## config.mk

```make
export PLATFORM = sky130hd
export DESIGN_NAME = led_rate_ctrl
export DESIGN_NICKNAME = d
export VERILOG_FILES = /design/src/rtl/led_rate_ctrl.sv
export SDC_FILE = /design/constraint.sdc
export NUM_CORES = 1
export LEC_CHECK = 0
export CAP_MARGIN = 20
export CELL_PAD_IN_SITES_DETAIL_PLACEMENT = 0
export CELL_PAD_IN_SITES_GLOBAL_PLACEMENT = 1
export CORE_UTILIZATION = 47
export DETAILED_ROUTE_END_ITERATION = 8
export GPL_TIMING_DRIVEN = 1
export HOLD_SLACK_MARGIN = 0.02
export PLACE_DENSITY = 0.87
export SLEW_MARGIN = 30
export SYNTH_ARGS = -nofsm -noshare
export SYNTH_HDL_FRONTEND = slang
export SYNTH_HIERARCHICAL = 1
export SYNTH_SLANG_ARGS = --single-unit
export TNS_END_PERCENT = 20
```

## constraint.sdc

```tcl
create_clock -name CLK -period 4.2 [get_ports CLK]
set_input_delay 0.84 -clock CLK [delete_from_list [all_inputs] [get_ports CLK]]
set_output_delay 0.84 -clock CLK [all_outputs]
set_load 0.03 [all_outputs]
```

## src/rtl/led_rate_ctrl.sv

```systemverilog
// led_rate_ctrl: 1 ms timebase, debounced hold-to-repeat buttons adjusting the
// step period, a STEP pulse every PERIOD_MS ms and an 8-bit LED counter.

// One debounce / hold-to-repeat FSM per button; state moves only on ms ticks.
module led_rate_btn #(
    parameter int unsigned DEBOUNCE_MS = 5,
    parameter int unsigned REPEAT_MS   = 100
) (
    input  logic CLK,
    input  logic RST_N,
    input  logic ms_tick,
    input  logic btn_n,     // synchronised, active low
    output logic event_o    // one-cycle adjust event, only in a tick cycle
);
    localparam int unsigned CW = $clog2(DEBOUNCE_MS + 1);
    localparam int unsigned RW = $clog2(REPEAT_MS + 1);

    typedef enum logic [1:0] {IDLE, DEB_P, HELD, DEB_R} btn_state_e;

    btn_state_e    state_q, state_d;
    logic [CW-1:0] cnt_q, cnt_d;
    logic [RW-1:0] rpt_q, rpt_d;
    logic [RW-1:0] rpt_inc;

    assign rpt_inc = rpt_q + 1'b1;

    // state register
    always_ff @(posedge CLK or negedge RST_N) begin
        if (!RST_N) begin
            state_q <= IDLE;
            cnt_q   <= '0;
            rpt_q   <= '0;
        end else begin
            state_q <= state_d;
            cnt_q   <= cnt_d;
            rpt_q   <= rpt_d;
        end
    end

    // next state and adjust event; release debounce keeps rpt so a bounce
    // back to HELD resumes the repeat interval rather than restarting it
    always_comb begin
        state_d = state_q;
        cnt_d   = cnt_q;
        rpt_d   = rpt_q;
        event_o = 1'b0;
        if (ms_tick) begin
            case (state_q)
                IDLE: begin
                    if (!btn_n) begin
                        state_d = DEB_P;
                        cnt_d   = CW'(1);
                    end
                end
                DEB_P: begin
                    if (btn_n) begin
                        state_d = IDLE;
                    end else if (cnt_q == CW'(DEBOUNCE_MS)) begin
                        state_d = HELD;
                        event_o = 1'b1;
                        rpt_d   = '0;
                    end else begin
                        cnt_d = cnt_q + 1'b1;
                    end
                end
                HELD: begin
                    if (btn_n) begin
                        state_d = DEB_R;
                        cnt_d   = CW'(1);
                    end else if (rpt_inc == RW'(REPEAT_MS)) begin
                        event_o = 1'b1;
                        rpt_d   = '0;
                    end else begin
                        rpt_d = rpt_inc;
                    end
                end
                DEB_R: begin
                    if (!btn_n) begin
                        state_d = HELD;
                    end else if (cnt_q == CW'(DEBOUNCE_MS)) begin
                        state_d = IDLE;
                    end else begin
                        cnt_d = cnt_q + 1'b1;
                    end
                end
                default: state_d = IDLE;
            endcase
        end
    end
endmodule

// Top level: button pins in, STEP / PERIOD_MS / LED out.
module led_rate_ctrl #(
    parameter int unsigned CLK_PER_MS  = 100000,
    parameter int unsigned PERIOD_DEF  = 100,
    parameter int unsigned PERIOD_STEP = 10,
    parameter int unsigned PERIOD_MIN  = 10,
    parameter int unsigned PERIOD_MAX  = 2000,
    parameter int unsigned DEBOUNCE_MS = 5,
    parameter int unsigned REPEAT_MS   = 100
) (
    input  logic        CLK,
    input  logic        RST_N,
    input  logic        SW_UP_N,
    input  logic        SW_DN_N,
    output logic        STEP,
    output logic [15:0] PERIOD_MS,
    output logic [7:0]  LED
);
    localparam int unsigned NUM_BTN = 2;   // [0]=up, [1]=down
    localparam int unsigned PW      = $clog2(CLK_PER_MS);

    logic [NUM_BTN-1:0]      btn_raw_n;
    logic [NUM_BTN-1:0][1:0] sync_q, sync_d;
    logic [NUM_BTN-1:0]      btn_ev;
    logic [PW-1:0]           presc_q, presc_d;
    logic                    ms_tick;
    logic [15:0]             period_q, period_d;
    logic [15:0]             elapsed_q, elapsed_d;
    logic                    step_q, step_d;
    logic [7:0]              led_q, led_d;
    logic [16:0]             up_sum, dn_floor, elapsed_inc;

    assign btn_raw_n = {SW_DN_N, SW_UP_N};
    assign ms_tick   = (presc_q == PW'(CLK_PER_MS - 1));

    // per-button 2-flop synchroniser shift
    always_comb begin
        sync_d = sync_q;
        for (int i = 0; i < NUM_BTN; i++) sync_d[i] = {sync_q[i][0], btn_raw_n[i]};
    end

    for (genvar g = 0; g < NUM_BTN; g++) begin : g_btn
        led_rate_btn #(
            .DEBOUNCE_MS (DEBOUNCE_MS),
            .REPEAT_MS   (REPEAT_MS)
        ) u_btn (
            .CLK     (CLK),
            .RST_N   (RST_N),
            .ms_tick (ms_tick),
            .btn_n   (sync_q[g][1]),
            .event_o (btn_ev[g])
        );
    end

    // prescaler, period adjust, step generator and LED counter
    always_comb begin
        presc_d = ms_tick ? '0 : presc_q + 1'b1;

        // 17-bit sums so neither clamp can be fooled by wrap-around
        up_sum   = {1'b0, period_q} + 17'(PERIOD_STEP);
        dn_floor = 17'(PERIOD_MIN) + 17'(PERIOD_STEP);
        period_d = period_q;
        if (btn_ev[0] && !btn_ev[1])
            period_d = (up_sum > 17'(PERIOD_MAX)) ? 16'(PERIOD_MAX) : up_sum[15:0];
        else if (btn_ev[1] && !btn_ev[0])
            period_d = ({1'b0, period_q} >= dn_floor) ? period_q - 16'(PERIOD_STEP)
                                                      : 16'(PERIOD_MIN);

        // >= (not ==) so a period shrunk below elapsed fires at the next tick
        elapsed_inc = {1'b0, elapsed_q} + 17'd1;
        step_d      = 1'b0;
        elapsed_d   = elapsed_q;
        if (ms_tick) begin
            if (elapsed_inc >= {1'b0, period_q}) begin
                step_d    = 1'b1;
                elapsed_d = '0;
            end else begin
                elapsed_d = elapsed_inc[15:0];
            end
        end

        led_d = step_q ? led_q + 8'd1 : led_q;
    end

    // registers; synchronisers preset to the idle (high) button level
    always_ff @(posedge CLK or negedge RST_N) begin
        if (!RST_N) begin
            sync_q    <= '1;
            presc_q   <= '0;
            period_q  <= 16'(PERIOD_DEF);
            elapsed_q <= '0;
            step_q    <= 1'b0;
            led_q     <= '0;
        end else begin
            sync_q    <= sync_d;
            presc_q   <= presc_d;
            period_q  <= period_d;
            elapsed_q <= elapsed_d;
            step_q    <= step_d;
            led_q     <= led_d;
        end
    end

    assign STEP      = step_q;
    assign PERIOD_MS = period_q;
    assign LED       = led_q;
endmodule

```

Word level (Yosys, flattened, before mapping)
Index checks and enable logic that the tools add are counted.

Add/subtract/negate cells: 9. $lt $le $gt $ge: 3. Equal/unequal tests: 27. Multiplexer cells: 56. Reductions and logical operators: 15.

Operator list (number): $mux 16 (5); $mux 7 (8); $mux 3 (10); $reduce_and 5->1 (6); $pmux 7 s2 (2); $mux 2 (12); $pmux 3 s4 (2); $ne 2x2->1 const B (10); $add 16x1->17 const B (1); $add 16x4->17 const B (1); $add 17x1->17 const B (1); $eq 17x17->1 const B (1); $ge 17x16->1 (1); $gt 17x11->1 const B (1); $mux 17 (1); $ge 16x5->1 const B (1); $pmux 2 s4 (2); $sub 16x4->16 const B (1); $add 7x1->7 const B (2); $eq 7x7->1 const B (2); $mux 1 (12); $ne 3x2->1 const B (4); $add 8x1->8 const B (1); $eq 2x2->1 const B (4); 9 further kinds (19).

Bits in registers: 86. Input port bits: 4. Output and inout bits: 25. Word-level logic and storage cells: 123.

Depth between registers and ports, before layout
Gate-level depths: netlist of the first run.

Depth in word-level cells: 10. Depth in mapped cells: 17. Depth with buffers taken out: 15.

Hierarchy
Netlist of the first run, hierarchy kept.

By module, submodules not included: led_rate_ctrl (instances 1, cells each 452, area each 4028.9 um^2, sequential area each 1535.2 um^2); led_rate_btn (instances 2, cells each 88, area each 824.5 um^2, sequential area each 300.3 um^2).

Worst setup path before layout of the first run
OpenSTA, ideal clock, no wires.

Path kind: register to register. From: register presc_q[0]. To: register period_q[15], in the netlist PERIOD_MS[15]. Setup time: 78 ps. Arrival: 3263 ps. Required time: 4122 ps. Setup slack: 860 ps. Cell stages (with the launch flop): 14. Path buffers: 2. Period minus slack after synthesis: 3340 ps. Path through: dfrtp_1 > ha_1 > nand4_1 > or3_1 > clkbuf_1 > clkinv_1 > buf_2 > nor2b_2 > and3b_1 > inv_1 > ha_1 > or4_4 > or3_1 > a21oi_1.

Cells in the longest elaborated chain, start to end: 5. Elaborated cells between the ends (all ways): 9. Classes of those cells: eq/ne (1); mux (3); reduce/logical (5).

RTL lines: start, declared (RTL line 116) `logic [PW-1:0] presc_q, presc_d;`; start signal, assigned (RTL line 187) `presc_q <= presc_d;`; $eq 17x17->1 (*) (RTL line 125) `assign ms_tick = (presc_q == PW'(CLK_PER_MS - 1));`; net ms_tick (RTL line 117) `logic ms_tick;`; $mux 1 (*) (RTL line 47) `if (ms_tick) begin`; net btn_ev[1] (RTL line 115) `logic [NUM_BTN-1:0] btn_ev;`; $logic_not 1->1 (RTL line 154) `if (btn_ev[0] && !btn_ev[1])`; $logic_and 1x1->1 (RTL line 154); $mux 16 / $reduce_bool 2->1 (equally long branches); end signal, assigned (RTL line 181) `period_q <= 16'(PERIOD_DEF);`; end signal, assigned (RTL line 188) `period_q <= period_d;`; end, declared (RTL line 118) `logic [15:0] period_q, period_d;`.

Mark *: on every way through the listed nets, which the timed path passes. The rest lies on a longest branch. A chain may end at the register's enable or synchronous reset.

Worst setup path after layout of the first run
From: register elapsed_q[0]. To: register elapsed_q[15].

Cells in the longest elaborated chain, start to end: 3.

RTL lines: start, declared (RTL line 119) `logic [15:0] elapsed_q, elapsed_d;`; start signal, assigned (RTL line 189) `elapsed_q <= elapsed_d;`; $add 16x1->17 (*) (RTL line 161) `elapsed_inc = {1'b0, elapsed_q} + 17'd1;`; $ge 17x16->1 (RTL line 165) `if (elapsed_inc >= {1'b0, period_q}) begin`; $mux 16 (*) (RTL line 165).

Mark *: on every way between the ends. The rest lies on a longest branch, timed or not.

==> flow_summary.toml, run 1 <==
[status]
outcome = "finished, violations left"
violations = "design-rule violations"

[cts]
cts_made_buffers = 9
cts-root-buf = "clkbuf_16"
htreeDepth = 3
post_cts_buffers = 0
cts_tree = "done"
clkTransAtPathRegs_ns = 0.07
cts_max_path_buffers = 2
cts.sinks = 85
cts_resized = 0
cts_hold_buf = 0
clock_latency_ns = 0.35

[synthesis]
synthMuxAreaShare_pct = 2.777
synth_largest_area_cell = "dfrtp_1"
ys_types = 70
synth_fp_nets = 668
synth-xor-area-share_pct = 6.479
synth_flop_cell = "dfrtp_1"
yosysMostFrequentCell = "dfrtp_1"
synth-simple-area-share_pct = 22.12
synth-compound-area-share_pct = 17.43
synth_fa_ha_area_share_pct = 7.933
synth_area_leaders = "dfrtp_1 34%, ha_1 7.9%, xnor2_1 4.3%, nand2_1 4.0%, o21ai_0 3.5%"
synth_top_family_by_area = "simple AND/OR/NAND/NOR gates"
yosys-top-cells-count = "78 x dfrtp_1, 60 x nand2_1, 46 x nor2_1"
synth_area_um2 = 5678
postSynth.asyncResetShare_pct = 100.0
synth-seq-cells = 85
syn_area_per_cell_um2 = 9.041
ys_seq_area_share_pct = 37.62
synth_top_area_share_pct = 34.38
syn_inst = 628
synth_edf_count = 0
yosys_warnings = 6

[routing]
vias_per_cell = 5.934
drt_wl_total_mm = 12.64
drt_first_pass_iters = 7
vias = 4706
wire_per_inst_um = 15.94
detail-route-antenna-nets = 0
first_iter_violations = 291
drc = 1

[critical_path]
r2r_start = "elapsed_q[0]"
crit_required_ns = 4.46
critPathTopFamily = "simple AND/OR/NAND/NOR gates"
reg2reg_to = "elapsed_q[15]"
critPathLaunchType = "flop"
cp.buffers_inverters = 1
cp.arrival_ns = 3.75
path_class = "flop to flop"
path_max_fanout = 6
endpoint_kind = "flop"
r2r_setup_slack_ns = 0.71
crit_chain = "ha_1, and3_1, and3_1, nand2_1, nor2_1, xnor2_1, inv_1, ha_1, a211oi_1, o21ai_0, nand2_1, nand4_1, or4_1, o31ai_1"
slowest_stage = "or4_1"
reg2reg_depth = 14
slowest_delay_ns = 0.51

[power]
power_density_nw_per_um2 = 263.7
ir_drop_mv = 0.2529
power_leakage_nw = 2.708

[timing]
rsz0062_at_grt = "false"
fmax_mhz = 286.8
fin_crit_ns = 3.487
clock_skew_ns = 0.006316
finalHoldViolations = 0
tightest_slew_ns = 0.8301
relSlewSlack_pct = 44.66
finalCritPeriodShare_pct = 83.02
final_max_slew_viol_count = 0
finalSetupViolations = 0
fin_tns_setup_ns = 0

[global_route]
globalRouteMet2Util_pct = 35.20
grt_first_pass_wirelength_mm = 22.04
use_met1_pct = 29.06
grt_max_degree = 63
first_global_vias = 4653
gr-total-overflow = 0
use_met3_pct = 2.722
gr-max-usage-layer = "met2"
grt_usage_pct = 21.83
antenna_found_initial = 0

[final_layout]
design_area_um2 = 6287
num_antenna_cells = 0
fin_nets = 685
layout-drive-gt1-share_pct = 8.308
area_growth_pct = 10.73

[die]
initial_core_util_pct = 48.89
die_y_um = 111.9
ios = 29
die_area_um2 = 12520
num_rows = 39
die_w_um = 111.9
core_area_um2 = 11610

[min_path]
hp-start = "sync_d[1]"
worstHoldPathCells = 0
hold-path-endpoint = "sync_q[1]"
hp-class = "flop to flop"

[placement]
gp_congestion = 0.8214
portBuffers = 27
post_dp_cell_area_um2 = 5988
dpl.hpwl_mm = 8.882

[flow_run]
max_cap_viol_count = 0
-- cell families (layout without fill, tap and decap cells) --
kind of cell	Yosys count	after routing
AOI/OAI and AO/OA	143	143
other	1	1
DFF	85	85
xor gates and xnor gates	42	42
muxes	15	15
buffers and inverters	64	86
and+or+nand+nor	242	242
adders and majority gates	36	36
-- where the power goes --
part           leakage [nW]  switching [mW]  internal, mW
Combinational          1.41          0.0182       0.00414
Sequential             1.15         0.00245         0.822
Clock                 0.146           0.347         0.464
-- cells in the final DEF (no fill, tap or decap), drive strengths merged, types with 6 or more instances in the layout --
| cell type | n |
|---|---|
| dfrtp | 78 |
| nand2 | 60 |
| nor2 | 46 |
| o21ai | 44 |
| inv | 37 |
| ha | 36 |
| nand3 | 33 |
| xnor2 | 28 |
| clkdlybuf4s50 | 26 |
| a21oi | 25 |
| nand4 | 19 |
| and3 | 17 |
| nor3 | 15 |
| xor2 | 14 |
| nor4 | 11 |
| o31ai | 10 |
| or3 | 10 |
| a21o | 10 |
| mux2i | 9 |
| clkbuf | 9 |
| nor2b | 8 |
| dfstp | 7 |
| or4 | 7 |
| o41ai | 7 |
| mux2 | 6 |
| buf | 6 |
| clkinv | 6 |
-- sequential cells by signal (all words and copies together) (netlist names) --
name,cells
g_btn.u_btn/rpt_q,14
g_btn.u_btn/cnt_q,6
elapsed_q,16
PERIOD_MS,15
sync_d,2
sync_q,2
LED,8
presc_q,17
g_btn.u_btn/state_q,4
STEP,1
-- metrics by stage --
step	worst slack [ns]	hold slack [ns]	total power, mW	cells	util [%]
2_1_floorplan	0.8600	0.3452	0.8437	628	-
3_3_place_gp	0.7479	0.3464	0.8630	777	51.56
3_5_place_dp	0.7153	0.3487	0.8635	777	51.56
4_1_cts	0.6759	0.3578	1.677	793	54.14
5_1_grt	0.3659	0.3585	1.706	793	54.14
6_report	0.7131	0.3568	1.658	793	54.14
-- worst reg2reg max path, cell delays in order, from the launching register on --
cell      delay [ns]
dfrtp_1         0.44
ha_1            0.31
and3_1          0.26
and3_1          0.28
nand2_1         0.08
nor2_1          0.14
xnor2_1         0.16
inv_1           0.06
ha_1            0.31
a211oi_1        0.23
o21ai_0         0.13
nand2_1         0.11
nand4_1         0.16
or4_1           0.51
o31ai_1         0.21
-- per-layer routing --
layer	vias up	share of wire (%)
li1	2304	-
met3	20	3.5
met2	102	48
met4	0	2.1
met1	2280	46
met5	-	0
-- worst max-delay path by stage --
stage                 startpoint       endpoint  slack [ns]  depth (start not counted)
floorplan             presc_q[0]  PERIOD_MS[15]        0.86                         13
global placement    elapsed_q[0]  elapsed_q[15]        0.75                         14
detailed placement  elapsed_q[0]  elapsed_q[15]        0.72                         14
CTS                 elapsed_q[0]  elapsed_q[15]        0.68                         14
global route        elapsed_q[0]  elapsed_q[15]        0.37                         14
finish              elapsed_q[0]  elapsed_q[15]        0.71                         14
-- area by class of cell --
cell class	instances	area, um^2
clock buffer	9	225.2
clock inverter	7	73.82
fill	1043	5326
inverter	38	142.6
multi-input combinational	479	3226
sequential	85	2136
tap	143	178.9
timing repair buffer	32	305.3
Note: power is estimated with default switching activity, not from simulation.
==> inputs of run 2 (changes only) <==
==> constraint.sdc (replaced) <==
create_clock -name CLK -period 3.4 [get_ports CLK]
set_input_delay 0.68 -clock CLK [delete_from_list [all_inputs] [get_ports CLK]]
set_output_delay 0.68 -clock CLK [all_outputs]
set_load 0.03 [all_outputs]
==> run 2 against run 1 <==
  * The run still ends with design-rule violations left
  * Utilization increased by 0.60 points
  * Critical path depth unchanged
  * Clock power increased by 27%
  * Via count increased by 1.1%
  * Power increased by 26%
  * Combinational power increased by 28%
  * Count of clock-buffer cells in the layout increased by 2
  * Highest routed layer unchanged
==> flow_summary.toml, run 2 (synthesis results as in run 1) <==
[status]
outcome = "finished, violations left"
violations = "design-rule violations"

[critical_path]
path_max_fanout = 6
endpoint_kind = "flop"
reg2reg_to = "elapsed_q[15]"
r2r_setup_slack_ns = 0.23
r2r_start = "elapsed_q[2]"
path_class = "flop to flop"
slowest_stage = "or4_1"
critPathLaunchType = "flop"
crit_chain = "and3_1, and3_1, and3_2, nand2_1, nor2_1, xnor2_1, inv_1, ha_1, a211oi_1, o21ai_0, nand2_1, nand4_1, or4_1, o31ai_1"
crit_required_ns = 3.65
reg2reg_depth = 14
cp.arrival_ns = 3.42
slowest_delay_ns = 0.49
critPathTopFamily = "simple AND/OR/NAND/NOR gates"
cp.buffers_inverters = 1

[timing]
fmax_mhz = 315.6
tightest_slew_ns = 0.7056
layout_setup_ws_ns = 0.2317
finalCritPeriodShare_pct = 93.18
rsz0062_at_grt = "true"
relSlewSlack_pct = 52.53
fin_crit_ns = 3.168
finalHoldViolations = 0
finalSetupViolations = 0
clock_skew_ns = 0.009957
final_max_slew_viol_count = 0

[min_path]
hp-class = "input pin to asynchronous set/reset pin"

[global_route]
antenna_found_initial = 0
gr-total-overflow = 0
grt_first_pass_wirelength_mm = 21.58
grt_max_degree = 43
grt_usage_pct = 21.39
first_global_vias = 4599

[placement]
dpl_worst_slack_ns = 0.1905
dpl.hpwl_mm = 8.990
dp.cells = 784
portBuffers = 27
gp_congestion = 0.9052

[routing]
detail-route-antenna-nets = 0
vias = 4757
vias_per_cell = 5.954
drt_wl_total_mm = 12.54
wire_per_inst_um = 15.69
first_iter_violations = 224
drt_first_pass_iters = 7
drc = 1

[final_layout]
area_growth_pct = 11.97
regMostFlops = "presc_q"
multiInputGateArea_um2 = 3234
utilization_pct = 54.74
fin_nets = 692
largest_reg_flops = 17
num_antenna_cells = 0
final_common_cell = "dfrtp_1"
layout-drive-gt1-share_pct = 9.451
final-seq-area_um2 = 2137
layout_common_cells = "77 x dfrtp_1, 60 x nand2_1, 46 x nor2_1, 40 x o21ai_0"
fill_cells = 1076
fin_cells = 799

[cts]
cts_made_buffers = 9
cts_max_path_buffers = 2
htreeDepth = 3
clkTransAtPathRegs_ns = 0.06
cts_tree = "done"
clock_latency_ns = 0.34
cts.sinks = 85
cts-root-buf = "clkbuf_16"

[die]
num_rows = 39
ios = 29
initial_core_util_pct = 48.89
die_y_um = 111.9
die_area_um2 = 12520
core_area_um2 = 11610
die_w_um = 111.9

[power]
internal_power_mw = 1.662
ir_drop_mv = 0.4489
p_clk_share_pct = 49.7
combPwrFrac_pct = 1.4
pwr-share-seq_pct = 49.0
power_density_nw_per_um2 = 327.4
p_sw_mw = 0.4192
switching_share_pct = 20.14
power_leakage_nw = 2.750

[flow_run]
max_cap_viol_count = 0
[run 2: power by group through the flow]
| stage | registers [mW] | clock network, mW | logic [mW] |
|---|---|---|---|
| after floorplan | 1.03 | 0 | 0.00736 |
| after detailed placement | 1.04 | 0 | 0.0302 |
| after global placement | 1.04 | 0 | 0.0297 |
| after CTS | 1.02 | 1.06 | 0.0303 |
| after global routing | 1.02 | 1.10 | 0.0330 |
| final | 1.02 | 1.03 | 0.0286 |
[run 2: stage by stage]
step	total power [mW]	setup TNS [ns]	area [um^2]	hold WS, ns
2_1_floorplan	1.042	0	5678	0.3452
3_3_place_gp	1.067	0	6041	0.3466
3_5_place_dp	1.068	0	6041	0.3468
4_1_cts	2.113	0	6347	0.3411
5_1_grt	2.148	-0.02861	6357	0.3581
6_report	2.081	0	6357	0.3300
[run 2: worst max-delay path by stage]
stage                       from       endpoint  slack (ns)  depth (start not counted)
floorplan             presc_q[0]  PERIOD_MS[15]        0.06                         13
global placement    elapsed_q[2]  elapsed_q[15]        0.25                         14
detailed placement  elapsed_q[2]  elapsed_q[15]        0.19                         14
CTS                 elapsed_q[2]  elapsed_q[15]        0.17                         14
global route        elapsed_q[3]  elapsed_q[15]       -0.03                         14
finish              elapsed_q[2]  elapsed_q[15]        0.23                         14
[run 2: repair_timing]
action / 4_1_cts / 5_1_grt
buffers inserted: 0 / 0
endpoints found under the hold margin: 0 / 0
hold buffers: 0 / 0
resized for setup: 0 / 4
setup endpoints to repair: 0 / 5
[run 2: area by class of cell]
| class | count | share of cell area, % |
|---|---|---|
| Clock inverter | 4 | 1.161 |
| Inverter | 38 | 2.244 |
| Multi-Input combinational cell | 479 | 50.88 |
| Timing Repair Buffer | 39 | 5.629 |
| Sequential cell | 85 | 33.62 |
| Clock buffer | 11 | 3.661 |
| Tap cell | 143 | 2.814 |
[run 2: routing by layer]
metal / track usage [%] / part of all wire (%)
met4: 7.748 / 1.8
met5: 0 / 0
met3: 4.300 / 4.3
met1: 27.92 / 47
met2: 35.16 / 47
